--- src/rtl/bsg_comm_link_pkg.sv ---
// Shared limits and helper functions for the comm-link retiming pipe.
// Both stage chains and the calib delay line are sized from these.
package bsg_comm_link_pkg;

    localparam int retime_stages_max_lp = 8;
    localparam int retime_calib_max_lp  = 4;

    // Occupancy of N two-entry stages spans 0..2N.
    function automatic int retime_cnt_width(input int stages);
        return $clog2(2 * stages + 1);
    endfunction

    function automatic bit retime_params_legal(input int in_stages,
                                               input int out_stages,
                                               input int calib_depth);
        return (in_stages  >= 1) && (in_stages  <= retime_stages_max_lp) &&
               (out_stages >= 1) && (out_stages <= retime_stages_max_lp) &&
               (calib_depth >= 1) && (calib_depth <= retime_calib_max_lp);
    endfunction

endpackage

--- src/rtl/bsg_two_fifo_arn.sv ---
// Two-entry FIFO with async active-low reset and synchronous clear.
// A full FIFO that is dequeued accepts a new word in the same cycle.
module bsg_two_fifo_arn #(
    parameter int width_p = 16
) (
    input  logic               clk_i,
    input  logic               reset_n_i,
    input  logic               clear_i,
    input  logic               v_i,
    input  logic [width_p-1:0] data_i,
    output logic               ready_o,
    output logic               v_o,
    output logic [width_p-1:0] data_o,
    input  logic               yumi_i,
    output logic [1:0]         count_o
);
    logic               head_r;
    logic               tail_r;
    logic               full_r;
    logic [width_p-1:0] mem_r [2];
    logic               enq;
    logic               deq;
    logic               one;

    assign one     = head_r ^ tail_r;
    assign v_o     = full_r | one;
    assign ready_o = ~full_r | yumi_i;
    assign enq     = v_i & ready_o;
    assign deq     = yumi_i & v_o;
    assign data_o  = mem_r[head_r];
    assign count_o = full_r ? 2'd2 : {1'b0, one};

    always_ff @(posedge clk_i or negedge reset_n_i) begin
        if (!reset_n_i) begin
            head_r <= 1'b0;
            tail_r <= 1'b0;
            full_r <= 1'b0;
        end else if (clear_i) begin
            head_r <= 1'b0;
            tail_r <= 1'b0;
            full_r <= 1'b0;
        end else begin
            if (enq) tail_r <= ~tail_r;
            if (deq) head_r <= ~head_r;
            full_r <= full_r ? (~deq | enq) : (enq & ~deq & one);
        end
    end

    // Storage is deliberately unreset; v_o qualifies it.
    always_ff @(posedge clk_i) begin
        if (enq) mem_r[tail_r] <= data_i;
    end

endmodule

--- src/rtl/bsg_comm_link_retime_pipe.sv ---
// Per-channel retiming chains between link kernel and fuser, in both directions.
// A channel is live only when delayed calib_done and its active bit are both set.
module bsg_comm_link_retime_pipe
    import bsg_comm_link_pkg::*;
#(
    parameter int channel_width_p    = 16,
    parameter int link_channels_p    = 4,
    parameter int in_stages_p        = 2,
    parameter int out_stages_p       = 2,
    parameter int calib_pipe_depth_p = 2
) (
    input  logic                                                   clk_i,
    input  logic                                                   reset_n_i,
    input  logic                                                   calib_done_i,
    input  logic [link_channels_p-1:0]                             active_channels_i,
    input  logic [link_channels_p-1:0]                             in_v_i,
    input  logic [link_channels_p*channel_width_p-1:0]             in_data_i,
    output logic [link_channels_p-1:0]                             in_yumi_o,
    output logic [link_channels_p-1:0]                             in_v_o,
    output logic [link_channels_p*channel_width_p-1:0]             in_data_o,
    input  logic [link_channels_p-1:0]                             in_yumi_i,
    input  logic [link_channels_p-1:0]                             out_v_i,
    input  logic [link_channels_p*channel_width_p-1:0]             out_data_i,
    output logic [link_channels_p-1:0]                             out_ready_o,
    output logic [link_channels_p-1:0]                             out_v_o,
    output logic [link_channels_p*channel_width_p-1:0]             out_data_o,
    input  logic [link_channels_p-1:0]                             out_ready_i,
    output logic [link_channels_p*retime_cnt_width(in_stages_p)-1:0]  in_count_o,
    output logic [link_channels_p*retime_cnt_width(out_stages_p)-1:0] out_count_o,
    output logic                                                   idle_o
);
    localparam int in_cnt_w_lp  = retime_cnt_width(in_stages_p);
    localparam int out_cnt_w_lp = retime_cnt_width(out_stages_p);
    localparam bit params_ok_lp = retime_params_legal(in_stages_p, out_stages_p,
                                                      calib_pipe_depth_p);

    if (!params_ok_lp) begin : g_bad_params
        $error("bsg_comm_link_retime_pipe: stage or calib depth out of range");
    end

    logic [calib_pipe_depth_p-1:0] calib_r;
    logic [link_channels_p-1:0]    chan_en;

    always_ff @(posedge clk_i or negedge reset_n_i) begin
        if (!reset_n_i) calib_r <= '0;
        else            calib_r <= (calib_r << 1) | calib_pipe_depth_p'(calib_done_i);
    end

    assign chan_en = {link_channels_p{calib_r[calib_pipe_depth_p-1]}} & active_channels_i;

    for (genvar c = 0; c < link_channels_p; c++) begin : g_chan
        logic en;
        assign en = chan_en[c];

        // Inbound: kernel (valid-then-yumi) -> fuser (valid-then-yumi).
        for (genvar k = 0; k < in_stages_p; k++) begin : g_in
            logic                       up_v;
            logic [channel_width_p-1:0] up_data;
            logic                       ready;
            logic                       v;
            logic [channel_width_p-1:0] data;
            logic                       deq;
            logic [1:0]                 cnt;
            logic [in_cnt_w_lp-1:0]     acc;

            if (k == 0) begin : g_first
                assign up_v    = in_v_i[c] & en;
                assign up_data = in_data_i[c*channel_width_p +: channel_width_p];
                assign acc     = in_cnt_w_lp'(cnt);
            end else begin : g_next
                assign up_v    = g_in[k-1].v;
                assign up_data = g_in[k-1].data;
                assign acc     = g_in[k-1].acc + in_cnt_w_lp'(cnt);
            end

            if (k == in_stages_p - 1) begin : g_last
                assign deq = in_yumi_i[c] & v & en;
            end else begin : g_mid
                assign deq = v & g_in[k+1].ready;
            end

            bsg_two_fifo_arn #(.width_p(channel_width_p)) u_fifo (
                .clk_i    (clk_i),
                .reset_n_i(reset_n_i),
                .clear_i  (~en),
                .v_i      (up_v),
                .data_i   (up_data),
                .ready_o  (ready),
                .v_o      (v),
                .data_o   (data),
                .yumi_i   (deq),
                .count_o  (cnt)
            );
        end

        assign in_yumi_o[c] = in_v_i[c] & g_in[0].ready & en;
        assign in_v_o[c]    = g_in[in_stages_p-1].v & en;
        assign in_data_o[c*channel_width_p +: channel_width_p] = g_in[in_stages_p-1].data;
        assign in_count_o[c*in_cnt_w_lp +: in_cnt_w_lp]        = g_in[in_stages_p-1].acc;

        // Outbound: fuser (ready/valid) -> kernel (ready/valid).
        for (genvar k = 0; k < out_stages_p; k++) begin : g_out
            logic                       up_v;
            logic [channel_width_p-1:0] up_data;
            logic                       ready;
            logic                       v;
            logic [channel_width_p-1:0] data;
            logic                       deq;
            logic [1:0]                 cnt;
            logic [out_cnt_w_lp-1:0]    acc;

            if (k == 0) begin : g_first
                assign up_v    = out_v_i[c] & en;
                assign up_data = out_data_i[c*channel_width_p +: channel_width_p];
                assign acc     = out_cnt_w_lp'(cnt);
            end else begin : g_next
                assign up_v    = g_out[k-1].v;
                assign up_data = g_out[k-1].data;
                assign acc     = g_out[k-1].acc + out_cnt_w_lp'(cnt);
            end

            if (k == out_stages_p - 1) begin : g_last
                assign deq = out_ready_i[c] & v & en;
            end else begin : g_mid
                assign deq = v & g_out[k+1].ready;
            end

            bsg_two_fifo_arn #(.width_p(channel_width_p)) u_fifo (
                .clk_i    (clk_i),
                .reset_n_i(reset_n_i),
                .clear_i  (~en),
                .v_i      (up_v),
                .data_i   (up_data),
                .ready_o  (ready),
                .v_o      (v),
                .data_o   (data),
                .yumi_i   (deq),
                .count_o  (cnt)
            );
        end

        assign out_ready_o[c] = g_out[0].ready & en;
        assign out_v_o[c]     = g_out[out_stages_p-1].v & en;
        assign out_data_o[c*channel_width_p +: channel_width_p] = g_out[out_stages_p-1].data;
        assign out_count_o[c*out_cnt_w_lp +: out_cnt_w_lp]      = g_out[out_stages_p-1].acc;
    end

    assign idle_o = ~(|in_count_o) & ~(|out_count_o);

endmodule
--- config.mk ---
export PLATFORM = sky130hd
export DESIGN_NAME = bsg_comm_link_retime_pipe
export DESIGN_NICKNAME = d
export VERILOG_FILES = /design/src/rtl/bsg_comm_link_pkg.sv /design/src/rtl/bsg_two_fifo_arn.sv /design/src/rtl/bsg_comm_link_retime_pipe.sv
export SDC_FILE = /design/constraint.sdc
export NUM_CORES = 1
export LEC_CHECK = 0
export ABC_AREA = 1
export CAP_MARGIN = 20
export CORE_UTILIZATION = 40
export CTS_BUF_LIST = sky130_fd_sc_hd__clkbuf_8
export CTS_CLUSTER_DIAMETER = 150
export DETAILED_ROUTE_END_ITERATION = 10
export HOLD_SLACK_MARGIN = 0.08
export PLACE_DENSITY = 0.63
export SLEW_MARGIN = 5
export SYNTH_ARGS = -nofsm -noshare
export SYNTH_HDL_FRONTEND = slang
export SYNTH_SLANG_ARGS = --single-unit
--- constraint.sdc ---
create_clock -name clk_i -period 5.9 [get_ports clk_i]
set_input_delay 0.885 -clock clk_i [delete_from_list [all_inputs] [get_ports clk_i]]
set_output_delay 0.885 -clock clk_i [all_outputs]
set_load 0.02 [all_outputs]
==> flow_summary.ini, run 1 <==
[die]
io_pins = 320
coreArea_um2 = 54100
fp-row-count = 85
die_h_um = 237
die_w_um = 237
initial_core_util_pct = 40.8
die-area_um2 = 56100

[global_routing]
antenna_found_initial = 7
grt-ovfl-total = 0
grt_pass1_vias = 13819
grt_pass1_wl_mm = 76.4
grt_use_total_pct = 17.9
grt_start_max_net_pins = 51

[cts]
cts_buffers = 91
clk-insertion-delay-late_ns = 0.67
clkTransAtPathRegs_ns = 0.06
cts_buffer_depth = 3
cts_setup_buffers = 0
htree_levels = 3
cts_root_buffer = clkbuf_8
cts.sinks = 562
ctsHoldBuffers = 0
cts_tree = yes
cts_resized = 0

[worst_setup_path]
worstPathRequired_ns = 5.02
worstSetupPathType = register to output pin
path_max_fanout = 19
path_cells = inv_2 > nand2_1 > nand2_1 > nor2_1 > ha_1 > nor2_1 > nand4_1 > nor2_1 > nand3_1 > nor2_1 > clkdlybuf4s50_1
endpoint_kind = output pin
cp-start-kind = register
cp.buffers_inverters = 2
cpMaxStageDelayCell = dfrtp_1
path_common_cell = nor2_1
slowest_delay_ns = 0.77
crit_arrival_ns = 3.78
crit_family = simple AND/OR/NAND/NOR gates

[synthesis]
yosys_warnings = 0
synth_area_leader_cell = edfxtp_1
synth.most_common_cell = nand2_1
synth_common_cells = 893 x nand2_1, 512 x edfxtp_1, 91 x nor2_1
syn_area_per_cell_um2 = 12.0
ys_seq_elements = 562
yosys.area_share.simple_pct = 19.1
synth_cell_types = 25
synth_ff_type = edfxtp_1
synth_fa_ha_area_share_pct = 0.907
synth_edf_count = 512
synth_top_area_share_pct = 69.7
mappedNetlistArea_um2 = 22100
synth_cells = 1837
synth_compound_area_share_pct = 0.885
synthMuxAreaShare_pct = 0
synth_xor_xnor_area_share_pct = 0.635
async_flop_share_pct = 8.90
synth_top_family_by_area = simple AND/OR/NAND/NOR gates
ys_seq_area_share_pct = 75.3
synthTopCellsByArea = edfxtp_1 70%, nand2_1 15%, dfrtp_1 5.7%
syn-num-nets = 2004

[power_and_ir_drop]
internal-power_mw = 6.47
pwr-share-comb_pct = 8.3
total_power_mw = 8.44
pwr-share-seq_pct = 53.6
power_density_nw_per_um2 = 304
power.share.clock_pct = 38.1
ir_worst_vdd_uv = 154
switchingPower_mw = 1.97
swShare_pct = 23.4
p_leak_nw = 11.3

[placement]
io_buffers = 319
gp_congestion = 0.833
place_inst = 2825
dp_hpwl_mm = 35.2

[timing]
worstMarginPinSlew_ns = 0.731
fin_crit_sh_pct = 79.0
setup_tns_ns = 0
finalHoldViolCount = 0
fmax_ghz = 0.215
rsz0062_at_grt = false
skew_ns = 0.0239
post-route-min-period_ns = 4.66
setup_viol = 0
slew_headroom_pct = 51.3
finalMaxSlewViolations = 0

[detailed_routing]
drtAntennaViolNets = 0
wire_per_inst_um = 16.6
viasPerCell = 4.63
drt_wl_total_mm = 49.7
drtIter0Drc = 738
drt_pass1_iterations = 5
dr_total_vias = 13850
drc = 0

[layout]
syn_to_final_growth_pct = 25.8
fin_nets = 2389
drive_above_1_share_pct = 7.71
fill_cells = 4617
layout.cells.non_filler = 2992
multi_input_area_um2 = 4750
regArea_um2 = 16600

[run]
cap_viol_max_count = 0

[run_status]
status = finished, final reports clean

[worst_hold_path]
worstHoldPathType = primary input to asynchronous set/reset pin
## cell type report
cell class	instances	share of cell area (%)
timing repair buffer	345	12.2
tap	696	3.14
antenna	1	0.00901
multi-input combinational	1121	17.1
clock buffer	97	4.81
inverter	101	1.41
clock inverter	69	1.49
sequential	562	59.9
## registers in the layout (all words and copies together) (netlist names)
register and flops:
g_chan.g_in.u_fifo.tail_r 8, g_chan.g_out.u_fifo.mem_r 256, calib_r 2, g_chan.g_in.u_fifo.mem_r 256, g_chan.g_out.u_fifo.tail_r 8, g_chan.g_out.u_fifo.full_r 8
g_chan.g_in.u_fifo.head_r 8, g_chan.g_in.u_fifo.full_r 8, g_chan.g_out.u_fifo.head_r 8
## power groups by stage
| stage | Sequential, mW | Clock (mW) | Combinational [mW] |
|---|---|---|---|
| finish | 4.52 | 3.21 | 0.704 |
| global route | 4.53 | 3.49 | 0.766 |
| CTS | 4.52 | 3.33 | 0.716 |
| detailed placement | 4.61 | 0 | 0.712 |
| global placement | 4.60 | 0 | 0.704 |
| floorplan | 4.58 | 0 | 0.344 |
## metal layers
metal,global-route usage (%),vias to the layer above,routed length (um)
li1,-,6876,-
met1,21.8,6495,20400
met2,29.6,379,23900
met3,6.02,90,4210
met4,6.20,10,1080
met5,0,-,66
## worst paths after layout
path	startpoint	end	slack, ns	cells past startpoint
max	g_chan[2].g_in[0].u_fifo.head_r$_DFFE_PN0P_	idle_o	1.24	11
min	reset_n_i	g_chan[1].g_out[1].u_fifo.full_r$_DFF_PN0_	0.33	2
max reg2reg	calib_r[1]$_DFF_PN0_	g_chan[0].g_in[0].u_fifo.mem_r[0][9]$_DFFE_PP_	3.46	5
min reg2reg	calib_r[0]$_DFF_PN0_	calib_r[1]$_DFF_PN0_	0.35	0
max in group asynchronous	reset_n_i	g_chan[2].g_in[0].u_fifo.tail_r$_DFFE_PN0P_	5.04	2
min in group clk_i	calib_r[0]$_DFF_PN0_	calib_r[1]$_DFF_PN0_	0.35	0
## placed cells by master, fill, tap and decap left out, types with 9 or more instances in the layout
master | netlist | routed
nand2_1 | 893 | 893
inv_2 | 9 | 9
nor2_1 | 91 | 91
nand4_1 | 9 | 9
clkinv_1 | 8 | 27
clkinv_2 | 0 | 11
nand3_1 | 66 | 66
dfrtp_1 | 50 | 50
xnor2_1 | 16 | 16
buf_4 | 15 | 26
inv_1 | 81 | 108
clkdlybuf4s50_1 | 0 | 318
ha_1 | 16 | 16
clkbuf_8 | 0 | 97
edfxtp_1 | 512 | 512
## logic make-up after synthesis
| kind of cell | Yosys count |
|---|---|
| fa+ha+maj | 16 |
| buf+inv | 154 |
| compound gates | 13 |
| simple gates | 1076 |
| xor+xnor | 16 |
| flops | 562 |
## stage by stage
| step | area (um2) | utilization, % | hold WS, ns | setup WS [ns] |
|---|---|---|---|---|
| floorplan | 22100 | - | 0.331 | 3.22 |
| global placement | 26000 | 48.1 | 0.335 | 1.83 |
| detailed placement | 26000 | 48.1 | 0.340 | 1.81 |
| CTS | 27800 | 51.3 | 0.328 | 1.02 |
| global route | 27800 | 51.3 | 0.361 | 0.882 |
| finish | 27800 | 51.3 | 0.326 | 1.24 |
(Power assumes the default switching activity.)
==> run 2, diff against run 1 <==
==> constraint.sdc (replaced) <==
create_clock -name clk_i -period 4.7 [get_ports clk_i]
set_input_delay 0.705 -clock clk_i [delete_from_list [all_inputs] [get_ports clk_i]]
set_output_delay 0.705 -clock clk_i [all_outputs]
set_load 0.02 [all_outputs]
==> flow_summary.ini, run 2 (synthesized netlist as in run 1, its figures left out) <==
[detailed_routing]
drtAntennaViolNets = 0
route.top_layer_used = met5
wire_per_inst_um = 16.3
dr_total_vias = 13763
drtIter0Drc = 613
met2_length_mm = 24.2
wl_met1_mm = 20.1
drc = 0
drt_wl_total_mm = 49.1
drt_pass1_iterations = 5
wl_met3_mm = 3.86
viasPerCell = 4.57

[die]
die_w_um = 237
io_pins = 320
die_h_um = 237
die-area_um2 = 56100
fp-row-count = 85
initial_core_util_pct = 40.8
coreArea_um2 = 54100

[global_routing]
grt-ovfl-total = 0
grt_start_max_net_pins = 51
antenna_found_initial = 8
grt_pass1_vias = 13871
grt_use_total_pct = 17.6
grt_pass1_wl_mm = 75.2

[worst_setup_path]
cp.buffers_inverters = 2
endpoint_kind = output pin
cp-start-kind = register
worstPathRequired_ns = 3.99
crit_family = simple AND/OR/NAND/NOR gates
worstSetupPathType = register to output pin
path_common_cell = nor2_1
cpMaxStageDelayCell = clkdlybuf4s50_1
path_max_fanout = 19
path_cells = inv_2 > nand2_1 > nand2_1 > nor2_1 > ha_1 > nor2_1 > nand4_1 > nand3b_1 > nor2_1 > clkdlybuf4s50_1
crit_arrival_ns = 3.72
slowest_delay_ns = 0.67

[run_status]
status = finished, final reports clean

[cts]
cts_tree = yes
cts_buffers = 93
cts_setup_buffers = 0
clkTransAtPathRegs_ns = 0.06
cts_resized = 1
cts_root_buffer = clkbuf_8
cts_buffer_depth = 3
cts.sinks = 562
htree_levels = 3
clk-insertion-delay-late_ns = 0.68
ctsHoldBuffers = 0

[timing]
skew_ns = 0.0288
rsz0062_at_grt = false
setup_tns_ns = 0
fmax_ghz = 0.226
finalMaxSlewViolations = 0
worstMarginPinSlew_ns = 0.757
fin_crit_sh_pct = 94.1
finalHoldViolCount = 0
setup_viol = 0
slew_headroom_pct = 49.6
post-route-min-period_ns = 4.42

[placement]
gp_congestion = 0.835
io_buffers = 319
dp_hpwl_mm = 35.0
place_inst = 2835

[layout]
drive_above_1_share_pct = 8.53
syn_to_final_growth_pct = 26.9
final_cell_mix = 893 x nand2_1, 512 x edfxtp_1, 318 x clkdlybuf4s50_1, 106 x inv_1, 98 x clkbuf_8
fin_nets = 2401
final_common_cell = nand2_1
layout.cells.non_filler = 3009
top_regs = g_chan.g_in.u_fifo.mem_r (256), g_chan.g_out.u_fifo.mem_r (256)
final_core_util_pct = 51.7

[worst_hold_path]
worstHoldPathType = primary input to asynchronous set/reset pin

[power_and_ir_drop]
power_density_nw_per_um2 = 388
total_power_mw = 10.9
ir_worst_vdd_uv = 309
p_leak_nw = 11.4

[run]
cap_viol_max_count = 0
run 2: cell types whose count changed in the layout (fill, tap and decap cells not counted), moves of 2 or more:
cell,change
buf_4,+10
clkinv_2,+4
clkinv_1,-2
clkinvlp_4,-4
clkinv_4,+2
diode_2,+2
inv_1,-2
bufinv_16,+4
run 2: worst reg2reg max path: cells and delay by family, from the launching register on:
kind	cells	cell delay, ns
buffers and inverters	2	0.59
DFF	1	0.73
and+or+nand+nor	3	0.77
run 2: cell type report:
| type | count | area [um2] |
|---|---|---|
| antenna | 3 | 7.51 |
| clock buffer | 98 | 1350 |
| clock inverter | 73 | 553 |
| fill | 4610 | 26100 |
| inverter | 101 | 392 |
| multi-input combinational | 1121 | 4750 |
| sequential | 562 | 16600 |
| tap | 696 | 871 |
| timing repair buffer | 355 | 3460 |
run 2: routing by layer:
| layer | track usage, % | vias up |
|---|---|---|
| li1 | - | 6916 |
| met1 | 21.1 | 6438 |
| met2 | 29.4 | 328 |
| met3 | 5.88 | 71 |
| met4 | 6.41 | 10 |
| met5 | 0 | - |
run 2: final timing paths:
| check | start | endpoint | slack (ns) | depth (start not counted) |
|---|---|---|---|---|
| worst max-delay path | g_chan[3].g_in[0].u_fifo.head_r$_DFFE_PN0P_ | idle_o | 0.28 | 10 |
| worst min-delay path | reset_n_i | g_chan[1].g_in[1].u_fifo.head_r$_DFFE_PN0P_ | 0.18 | 2 |
| worst max register to register | calib_r[1]$_DFF_PN0_ | g_chan[1].g_in[0].u_fifo.mem_r[1][11]$_DFFE_PP_ | 2.29 | 5 |
| worst min register to register | calib_r[0]$_DFF_PN0_ | calib_r[1]$_DFF_PN0_ | 0.35 | 0 |
| max in group asynchronous | reset_n_i | g_chan[3].g_in[0].u_fifo.head_r$_DFFE_PN0P_ | 3.96 | 2 |
| min in group clk_i | calib_r[0]$_DFF_PN0_ | calib_r[1]$_DFF_PN0_ | 0.35 | 0 |
run 2: where the power goes:
part | leakage (nW) | internal [mW] | switching [mW] | total (mW)
sequential | 5.35 | 5.62 | 0.0498 | 5.67
combinational | 4.98 | 0.368 | 0.525 | 0.892
clock | 1.07 | 2.39 | 1.92 | 4.31
total | 11.4 | 8.38 | 2.50 | 10.9
run 2: through the flow:
step	hold WS [ns]	worst slack [ns]	instance area, um2
6_report	0.181	0.279	28000
5_1_grt	0.226	0.0171	28000
4_1_cts	0.158	0.184	28000
3_5_place_dp	0.337	0.732	26100
3_3_place_gp	0.335	0.765	26100
2_1_floorplan	0.331	2.20	22100
